<file path="src/rtl/intr_ctl_pkg.sv">
// Shared constants for the interrupt controller: register map, FSM encoding, trap address.
// Latency: n/a (definitions only).
// Backpressure: n/a.
package intr_ctl_pkg;

  localparam logic [1:0] OFF_PENDING = 2'd0;
  localparam logic [1:0] OFF_MASK    = 2'd1;
  localparam logic [1:0] OFF_CAUSE   = 2'd2;
  localparam logic [1:0] OFF_EOI     = 2'd3;

  localparam int CAUSE_VALID_BIT = 31;

  localparam logic [31:0] DEFAULT_TRAP_ADDR = 32'h0000_0100;

  typedef enum logic [1:0] {
    IDLE = 2'd0,
    REQ  = 2'd1,
    SVC  = 2'd2
  } state_t;

endpackage

</file>
<file path="src/rtl/intr_ctl_if.sv">
// Core data-bus view shared by the core (master) and the interrupt controller (slave).
// Latency: n/a (wires only).
// Backpressure: none; the core samples reg_rdata during its strobe cycle.
interface intr_ctl_if;
  logic        strobe;
  logic        mem_rw;
  logic [31:0] d_addr;
  logic [31:0] d_wdata;
  logic [31:0] reg_rdata;
  logic        reg_oe;

  modport master (
    output strobe, mem_rw, d_addr, d_wdata,
    input  reg_rdata, reg_oe
  );

  modport slave (
    input  strobe, mem_rw, d_addr, d_wdata,
    output reg_rdata, reg_oe
  );
endinterface

</file>
<file path="src/rtl/intr_prio_enc.sv">
// Lowest-index-first priority encoder over N request lines.
// Latency: combinational.
// Backpressure: none.
module intr_prio_enc #(
  parameter int N = 8
) (
  input  logic [N-1:0] req,
  output logic [4:0]   index,
  output logic         any
);

  // Scanning downward lets the lowest set bit overwrite all others.
  always_comb begin
    index = '0;
    any   = 1'b0;
    for (int i = N - 1; i >= 0; i--) begin
      if (req[i]) begin
        index = 5'(i);
        any   = 1'b1;
      end
    end
  end

endmodule

</file>
<file path="src/rtl/intr_ctl.sv">
// Interrupt controller: latches/masks/prioritises irq, raises trap, snoops the save-PC write as ack, waits for EOI.
// Latency: edge irq rise -> trap in 2 cycles (+2 with INTR_CTL_SYNC_EN); register reads are same-cycle.
// Backpressure: none; trap is held until the core acknowledges, new sources accumulate while in service.
module intr_ctl
  import intr_ctl_pkg::*;
#(
  parameter int               NIRQ      = 8,
  parameter logic [31:0]      BASE_ADDR = 32'h0000_0200,
  parameter logic [31:0]      TRAP_ADDR = DEFAULT_TRAP_ADDR,
  parameter logic [NIRQ-1:0]  EDGE_MASK = {NIRQ{1'b1}}
) (
  input  logic            clk,
  input  logic            reset_n,
  input  logic [NIRQ-1:0] irq,
  output logic            trap,
  intr_ctl_if.slave       bus
);

  logic [NIRQ-1:0] irq_s;

`ifdef INTR_CTL_SYNC_EN
  logic [NIRQ-1:0] sync_q1;
  logic [NIRQ-1:0] sync_q2;

  always_ff @(posedge clk) begin
    if (!reset_n) begin
      sync_q1 <= '0;
      sync_q2 <= '0;
    end else begin
      sync_q1 <= irq;
      sync_q2 <= sync_q1;
    end
  end

  assign irq_s = sync_q2;
`else
  assign irq_s = irq;
`endif

  state_t          state;
  logic [NIRQ-1:0] irq_prev;
  logic [NIRQ-1:0] edge_q;
  logic [NIRQ-1:0] mask_q;
  logic            cause_vld;
  logic [4:0]      cause_idx;

  logic [NIRQ-1:0] pending;
  logic [NIRQ-1:0] active;
  logic [NIRQ-1:0] rise;
  logic [NIRQ-1:0] w1c;
  logic [NIRQ-1:0] ack_clr;
  logic [4:0]      win_idx;
  logic            win_any;
  logic            hit;
  logic            wr_hit;
  logic            ack_take;
  logic            eoi;
  logic [1:0]      off;
  logic [31:0]     rd_mux;
  logic            unused_wdata;

  assign off      = bus.d_addr[1:0];
  assign hit      = bus.strobe && (bus.d_addr[31:2] == BASE_ADDR[31:2]);
  assign wr_hit   = hit && bus.mem_rw;
  assign eoi      = wr_hit && (off == OFF_EOI);
  // A save-PC write only counts as acknowledge while a trap is outstanding.
  assign ack_take = bus.strobe && bus.mem_rw && (bus.d_addr == TRAP_ADDR) && (state == REQ);

  assign rise    = irq_s & ~irq_prev;
  assign pending = (edge_q & EDGE_MASK) | (irq_s & ~EDGE_MASK);
  assign active  = pending & mask_q;
  assign w1c     = (wr_hit && (off == OFF_PENDING)) ? bus.d_wdata[NIRQ-1:0] : '0;
  assign ack_clr = (ack_take && win_any) ? (NIRQ'(1) << win_idx) : '0;
  assign unused_wdata = ^bus.d_wdata;

  intr_prio_enc #(.N(NIRQ)) u_prio_enc (
    .req   (active),
    .index (win_idx),
    .any   (win_any)
  );

  // Rise is OR-ed in last so a simultaneous set beats any clear.
  always_ff @(posedge clk) begin
    if (!reset_n) begin
      irq_prev <= '0;
      edge_q   <= '0;
      mask_q   <= '0;
    end else begin
      irq_prev <= irq_s;
      edge_q   <= ((edge_q & ~(w1c | ack_clr)) | rise) & EDGE_MASK;
      if (wr_hit && (off == OFF_MASK)) begin
        mask_q <= bus.d_wdata[NIRQ-1:0];
      end
    end
  end

  always_ff @(posedge clk) begin
    if (!reset_n) begin
      state     <= IDLE;
      trap      <= 1'b0;
      cause_vld <= 1'b0;
      cause_idx <= '0;
    end else begin
      case (state)
        IDLE: begin
          if (|active) begin
            state <= REQ;
            trap  <= 1'b1;
          end
        end
        REQ: begin
          // Winner is taken at ack time; an empty active set records an invalid cause.
          if (ack_take) begin
            cause_vld <= win_any;
            cause_idx <= win_idx;
            trap      <= 1'b0;
            state     <= SVC;
          end
        end
        SVC: begin
          if (eoi) begin
            cause_vld <= 1'b0;
            state     <= IDLE;
          end
        end
        default: begin
          state <= IDLE;
          trap  <= 1'b0;
        end
      endcase
    end
  end

  always_comb begin
    rd_mux = '0;
    case (off)
      OFF_PENDING: rd_mux = 32'(pending);
      OFF_MASK:    rd_mux = 32'(mask_q);
      OFF_CAUSE: begin
        rd_mux[CAUSE_VALID_BIT] = cause_vld;
        rd_mux[4:0]             = cause_idx;
      end
      default:     rd_mux = '0;
    endcase
  end

  assign bus.reg_oe    = hit && !bus.mem_rw;
  assign bus.reg_rdata = bus.reg_oe ? rd_mux : '0;

endmodule

</file>
<file path="src/flat_wrapper.sv">
// flat-port wrapper written by rule: the top's interface ports become plain ports
module intr_ctl_flat import intr_ctl_pkg::*;
#(
  parameter int               NIRQ      = 8,
  parameter logic [31:0]      BASE_ADDR = 32'h0000_0200,
  parameter logic [31:0]      TRAP_ADDR = DEFAULT_TRAP_ADDR,
  parameter logic [NIRQ-1:0]  EDGE_MASK = {NIRQ{1'b1}}
)
  (clk, reset_n, irq, trap, bus_strobe, bus_mem_rw, bus_d_addr, bus_d_wdata, bus_reg_rdata, bus_reg_oe);
  intr_ctl_if bus_i ();
  input  logic clk;
  input  logic reset_n;
  input  logic [NIRQ-1:0] irq;
  output logic trap;
  input wire logic [$bits(bus_i.strobe)-1:0] bus_strobe;
  input wire logic [$bits(bus_i.mem_rw)-1:0] bus_mem_rw;
  input wire logic [$bits(bus_i.d_addr)-1:0] bus_d_addr;
  input wire logic [$bits(bus_i.d_wdata)-1:0] bus_d_wdata;
  output wire logic [$bits(bus_i.reg_rdata)-1:0] bus_reg_rdata;
  output wire logic [$bits(bus_i.reg_oe)-1:0] bus_reg_oe;
  assign bus_i.strobe = bus_strobe;
  assign bus_i.mem_rw = bus_mem_rw;
  assign bus_i.d_addr = bus_d_addr;
  assign bus_i.d_wdata = bus_d_wdata;
  assign bus_reg_rdata = bus_i.reg_rdata;
  assign bus_reg_oe = bus_i.reg_oe;
  intr_ctl #(.NIRQ(NIRQ), .BASE_ADDR(BASE_ADDR), .TRAP_ADDR(TRAP_ADDR), .EDGE_MASK(EDGE_MASK)) u_core (.clk(clk), .reset_n(reset_n), .irq(irq), .trap(trap), .bus(bus_i));
endmodule
</file>
<file path="config.mk">
export PLATFORM = sky130hd
export DESIGN_NAME = intr_ctl_flat
export DESIGN_NICKNAME = d
export VERILOG_FILES = /design/src/rtl/intr_ctl_pkg.sv /design/src/rtl/intr_ctl_if.sv /design/src/rtl/intr_prio_enc.sv /design/src/rtl/intr_ctl.sv /design/src/flat_wrapper.sv
export SDC_FILE = /design/constraint.sdc
export NUM_CORES = 1
export LEC_CHECK = 0
export ABC_CLOCK_PERIOD_IN_PS = 5750
export CAP_MARGIN = 20
export CORE_AREA = 4 4 75 77
export CTS_CLUSTER_DIAMETER = 150
export DETAILED_ROUTE_END_ITERATION = 10
export DIE_AREA = 0 0 79 81
export PLACE_DENSITY_LB_ADDON = 0.08
export SYNTH_ARGS = -nofsm -noshare
export SYNTH_HDL_FRONTEND = slang
export SYNTH_SLANG_ARGS = --single-unit
</file>
<file path="constraint.sdc">
create_clock -name clk -period 5.75 [get_ports clk]
set_input_delay 0.8625 -clock clk [delete_from_list [all_inputs] [get_ports clk]]
set_output_delay 0.8625 -clock clk [all_outputs]
set_load 0.01 [all_outputs]
</file>
==> results of run 1 <==
## cells in the final DEF, fill, tap and decap left out, types with 3 or more instances in the layout
cell	n
a21oi_1	10
and2_1	7
conb_1	23
clkdlybuf4s50_1	62
nor4_1	3
dfxtp_1	31
nor4_4	3
inv_1	13
nor2_1	19
nand3b_1	3
nor3_1	10
o211ai_1	4
a22oi_1	3
mux2i_1	18
nor4_2	5
a22o_1	9
ha_1	4
nor2b_1	3
nand2_1	21
clkbuf_8	7
a211oi_1	3
## final timing paths
path | from | endpoint | slack [ps] | depth (start not counted)
min | u_core.irq_prev[3] | u_core.edge_q[3] | 400 | 1
min reg2reg | u_core.irq_prev[3] | u_core.edge_q[3] | 400 | 1
max | bus_d_addr[20] | bus_reg_rdata[4] | 1650 | 6
max reg2reg | u_core.edge_q[6] | u_core.edge_q[2] | 3600 | 5
## power groups by stage
stage                      logic, W  registers [W]  clock network (W)
final                     0.0000760       0.000232           0.000190
after global routing      0.0000828       0.000232           0.000204
after CTS                 0.0000762       0.000231           0.000194
after detailed placement  0.0000757       0.000236                  0
after global placement    0.0000749       0.000236                  0
after floorplan           0.0000437       0.000234                  0
## cells by family after synthesis
logic type / Yosys count / share of synthesized area [%]
AO/OA/AOI/OAI: 45 / 16.1
adder cells (fa/ha/maj): 4 / 2.47
buffers and inverters: 41 / 11.9
flip-flops: 31 / 30.6
multiplexers: 18 / 8.89
other: 1 / 0.185
AND/OR/NAND/NOR: 93 / 29.9
## final cells by class
type	instances	area, um2	share of cell area [%]
multi-input cells	183	1250	45.7
flip-flops and latches	31	621	22.7
repair buffers	62	621	22.7
clock buffers	7	96.3	3.53
well taps	70	87.6	3.21
inverters	13	48.8	1.79
clock inverters	1	7.51	0.275
## metal layers
layer  share of wire, %  GRT usage, %  up-vias  routed length [um]
met5                  0             0        -                   0
met4                1.3          5.67        0                  69
met3                7.5          3.22        5                 386
met2                 45          26.9       71                2330
met1                 46          20.0      826                2350
li1                   -             -      927                   -
## worst max-delay path, cell delays in order
cell	delay, ps
clkdlybuf4s50_1	450
nor4b_4	370
and4_1	280
nand3b_1	330
nor3_1	350
clkdlybuf4s50_1	590
## through the flow
stage          area [um2]  hold WS, ps  total power, W  utilization, %  cells
4_1_cts              2730          409        0.000502            54.5    367
2_1_floorplan        2110          388        0.000277               -    255
6_report             2730          404        0.000497            54.5    367
3_3_place_gp         2630          393        0.000311            52.4    359
3_5_place_dp         2630          400        0.000312            52.4    359
5_1_grt              2730          447        0.000519            54.5    367
## sequential cells by signal (all words and copies together) (netlist names)
register	flops
u_core.cause_vld	1
u_core.irq_prev	8
u_core.edge_q	8
u_core.mask_q	8
u_core.state	2
u_core.trap	1
u_core.cause_idx	3
==> results.tsv, run 1 <==
stage	metric	value	unit
run_status	status	finished clean	
layout	fill cell count	498	
routing	DR WL/cell	14.0	um
synth	top-count cell post-synth	dfxtp_1	
cts	PostCTS Resize Cnt	0	
synth	Synth top cells by count	dfxtp_1 (31), buf_4 (23), nand2_1 (21), nor2_1 (19), mux2i_1 (18)	
cts	CTS Buf Count	5	
synth	Synth Instances	233	
routing	vias per std cell	4.98	
cts	H-tree levels	2	
power	Combinational Power Share	15.3	%
die	Initial Util	40.5	%
power	Switch Pwr	0.000121	W
power	Reg power frac	46.6	%
die	Core Rows	26	
synth	Cell variety after synth	49	
power	power share of the clock group	38.1	%
global_route	total grt overflow	0	
die	Core Box Area	5010	um2
routing	DRT Pass-1 Iters	4	
cts	Root Driver	clkbuf_8	
synth	Post-synth ARST share	0	%
routing	Post-Route WL	5.13	mm
critical_path	CP startpoint kind	primary input	
layout	final net count	376	
layout	ratio of cells with drive above 1 in the final layout	6.73	%
routing	Antenna Nets Post-Route	0	
placed_design	gpl congestion	0.751	
global_route	antenna violations before repair	0	
global_route	largest net degree at the start of global routing	23	
cts	Setup Buffers After CTS	0	
die	die height	81	um
power	Cell Int Power	0.000376	W
die	full die area	6400	um2
cts	clock transition at the registers of the reported paths	60	ps
timing	Max Clock Freq	244	MHz
cts	Max clock buf depth	2	
global_route	global-route wire length before repair	7.96	mm
routing	Vias	1829	
synth	synthesized cell area	2030	um2
placed_design	worst slack at placement	1690	ps
timing	count of final hold-check violations	0	
synth	Seq/Total Area, Yosys	30.6	%
synth	area leader, netlist	dfxtp_1	
critical_path	Worst setup EP type	primary output	
timing	final setup vio count	0	
cts	Clk Latency, worst-skew pair	280	ps
synth	Post-synth EDFFs	0	
synth	Yosys top cell area share	30.6	%
timing	Final Max Slew Viols	0	
global_route	overall routing resource usage	15.9	%
power	switching portion of total power	24.4	%
power	Static Leak	1.02	nW
timing	Period Utilization, post-route	71.2	%
timing	Slew @ Worst Pin	986	ps
synth	top cells by area, synth	dfxtp_1 (31%), mux2i_1 (8.9%), buf_4 (8.5%)	
cts	cts hold-fix bufs	0	
timing	RSZ-0062 raised after global routing	false	
critical_path	critical path type	in -> out	
placed_design	dpl hpwl	3.95	mm
layout	Antenna diodes	0	
timing	Final min period	4100	ps
timing	Worst Skew	4.82	ps
routing	Iter 0 DRT Violations	80	
critical_path	Crit path arrival time	3230	ps
die	I/O pin count	110	
synth	#FFs+latches synth	31	
timing	Setup TNS	0	ps
die	Die W	79	um
job	Max Cap Viol	0	
cts	CTS tree	yes	
layout	Area Growth Syn to Fin	34.7	%
critical_path	Critical Path RT	4890	ps
global_route	vias in the first global route	1655	
min_path	Worst Hold Class	reg -> reg	
routing	Residual DRC	0	
placed_design	port bufs	62	
synth	Mapped Avg Cell Area	8.70	um2
critical_path	critical path fanouts, max	9	
power	IR drop worst, VDD	0.000198	V
timing	Slew Limit Headroom	33.7	%
power	PD cells	182	nW/um2
cts	clock sink count	31	
synth	Ys Warns	0	
timing	final setup margin	1650	ps
synth	top_reg_cell synth	dfxtp_1	
Note: power is estimated with default switching activity, not from simulation.
==> run 2, diff against run 1 <==
--- a/config.mk
+++ b/config.mk
@@ -5,12 +5,12 @@
 export SDC_FILE = /design/constraint.sdc
 export NUM_CORES = 1
 export LEC_CHECK = 0
-export ABC_CLOCK_PERIOD_IN_PS = 5750
+export ABC_CLOCK_PERIOD_IN_PS = 4050
 export CAP_MARGIN = 20
-export CORE_AREA = 4 4 75 77
+export CORE_AREA = 4 4 78 80
 export CTS_CLUSTER_DIAMETER = 150
 export DETAILED_ROUTE_END_ITERATION = 10
-export DIE_AREA = 0 0 79 81
+export DIE_AREA = 0 0 82 84
 export PLACE_DENSITY_LB_ADDON = 0.08
 export SYNTH_ARGS = -nofsm -noshare
 export SYNTH_HDL_FRONTEND = slang
==> constraint.sdc (replaced) <==
create_clock -name clk -period 4.05 [get_ports clk]
set_input_delay 0.6075 -clock clk [delete_from_list [all_inputs] [get_ports clk]]
set_output_delay 0.6075 -clock clk [all_outputs]
set_load 0.01 [all_outputs]
==> run 2 against run 1 <==
Hold slack is essentially flat. Critical path depth is the same. Worst setup slack got worse by 1100 ps. Register-to-register slack got worse by 1700 ps. Combinational power rose by 42%. Global-route usage is essentially flat. Largest cell class unchanged. Highest routed layer unchanged.
==> results.tsv, run 2 (synthesized netlist as in run 1, its figures left out) <==
stage	metric	value	unit	change
job	Max Cap Viol	0		unchanged
min_path	Worst Hold Class	reg -> reg		
power	PD cells	247	nW/um2	+35%
cts	CTS Buf Count	5		unchanged
die	Core Box Area	5410	um2	+7.9%
cts	clock sink count	31		unchanged
cts	H-tree levels	2		unchanged
routing	Residual DRC	0		unchanged
cts	Clk Latency, worst-skew pair	280	ps	about the same
critical_path	Crit path arrival time	2910	ps	-320 ps
cts	PostCTS Resize Cnt	0		unchanged
timing	Max Clock Freq	285	MHz	
layout	final net count	377		+0.27%
power	IR drop worst, VDD	0.000172	V	-13%
routing	DRT Pass-1 Iters	4		unchanged
cts	CTS tree	yes		
routing	Antenna Nets Post-Route	0		unchanged
critical_path	CP startpoint kind	primary input		
timing	Setup TNS	0	ps	unchanged
cts	Setup Buffers After CTS	0		unchanged
layout	ratio of cells with drive above 1 in the final layout	6.38	%	-0.36 points
layout	Antenna diodes	0		unchanged
placed_design	gpl congestion	0.760		+1.3%
layout	largest registers	u_core.edge_q: 8 flops, u_core.irq_prev: 8 flops, u_core.mask_q: 8 flops		
global_route	antenna violations before repair	0		unchanged
routing	vias per std cell	5.09		+2.1%
die	Core Rows	27		+3.8%
layout	Area Growth Syn to Fin	34.1	%	
die	Initial Util	37.5	%	-3.0 points
cts	clock transition at the registers of the reported paths	60	ps	about the same
global_route	global-route wire length before repair	8.64	mm	+8.6%
critical_path	Critical Path Slowest Stage Cell	clkdlybuf4s50_1		
cts	cts hold-fix bufs	0		unchanged
timing	final setup vio count	0		unchanged
critical_path	crit-path cells	clkdlybuf4s50_1, nor4_4, and4_1, nand3b_1, nor3_1, clkdlybuf4s50_1		
power	Static Leak	1.01	nW	-0.27%
timing	Final min period	3510	ps	
timing	Final Max Slew Viols	0		unchanged
timing	count of final hold-check violations	0		unchanged
layout	most frequent cells in the layout	clkdlybuf4s50_1 (62), dfxtp_1 (31), conb_1 (23)		
timing	Period Utilization, post-route	86.8	%	
cts	Root Driver	clkbuf_8		
critical_path	critical path type	in -> out		
critical_path	Top delay family on crit path	simple AND/OR/NAND/NOR gates		
placed_design	dpl hpwl	4.18	mm	+5.7%
placed_design	port bufs	62		unchanged
critical_path	Crit path top cell by count	clkdlybuf4s50_1		
run_status	status	finished clean		
critical_path	WP buf/inv	2		unchanged
die	die height	84	um	+3.7%
global_route	vias in the first global route	1790		+8.2%
timing	RSZ-0062 raised after global routing	false		
critical_path	Worst setup EP type	primary output		
die	I/O pin count	110		unchanged
timing	Slew Limit Headroom	42.8	%	+9.1 points
placed_design	DP Cell Count	362		+0.84%
critical_path	Crit path largest cell delay	590	ps	about the same
global_route	total grt overflow	0		unchanged
routing	Iter 0 DRT Violations	57		-29%
die	full die area	6890	um2	+7.6%
cts	Max clock buf depth	2		unchanged
die	Die W	82	um	+3.8%
global_route	largest net degree at the start of global routing	23		unchanged
critical_path	critical path fanouts, max	9		unchanged
routing	Post-Route WL	5.39	mm	+4.9%
timing	Worst Skew	1.95	ps	-2.87 ps
global_route	overall routing resource usage	15.9	%	+0.049 points
timing	Slew @ Worst Pin	852	ps	-134 ps
critical_path	Critical Path RT	3440	ps	-1450 ps
routing	DR WL/cell	14.6	um	+4.1%
layout	final std cells w/o fill	370		+0.82%
layout	commonest non-fill, non-tap cell in the layout	clkdlybuf4s50_1		
routing	Vias	1882		+2.9%
## run 2: changes by cell type in the layout (fill, tap and decap cells not counted), sizes merged
cell	previous run	this run
clkinv	0	1
clkinvlp	1	0
buf	0	1
## run 2: report_power, final
group	switching (W)	leakage (nW)	internal, W	total, W
Combinational	0.0000458	0.717	0.0000625	0.000108
Sequential	0.0000110	0.254	0.000317	0.000328
Clock	0.000114	0.0422	0.000120	0.000234
## run 2: final timing paths
kind | slack, ps | from | to | depth (start not counted)
setup / recovery | 540 | bus_d_addr[24] | bus_reg_rdata[4] | 6
hold / removal | 400 | u_core.irq_prev[3] | u_core.edge_q[3] | 1
setup reg to reg | 1920 | u_core.edge_q[6] | u_core.edge_q[6] | 5
hold reg to reg | 400 | u_core.irq_prev[3] | u_core.edge_q[3] | 1
## run 2: cell type report
type | count | area [um2]
repair buffers | 63 | 628
clock inverters | 1 | 5.00
clock buffers | 7 | 76.3
well taps | 72 | 90.1
flip-flops and latches | 31 | 621
multi-input cells | 183 | 1250
fillers | 577 | 2690
inverters | 13 | 48.8
## run 2: metrics by stage
step / setup slack [ps] / power, W / instance area, um2 / utilization [%] / hold slack [ps]
final: 536 / 0.000670 / 2720 / 50.3 / 404
after CTS: 468 / 0.000677 / 2720 / 50.3 / 407
after detailed placement: 469 / 0.000443 / 2640 / 48.8 / 397
after global placement: 482 / 0.000441 / 2640 / 48.8 / 392
after global routing: 354 / 0.000703 / 2720 / 50.3 / 426
after floorplan: 1680 / 0.000394 / 2110 / - / 388
## run 2: layer usage
metal	vias to the layer above	wire length [um]	track usage, %
li1	931	-	-
met1	867	2380	20.6
met2	79	2450	25.7
met3	5	496	3.89
met4	0	53	4.53
met5	-	0	0
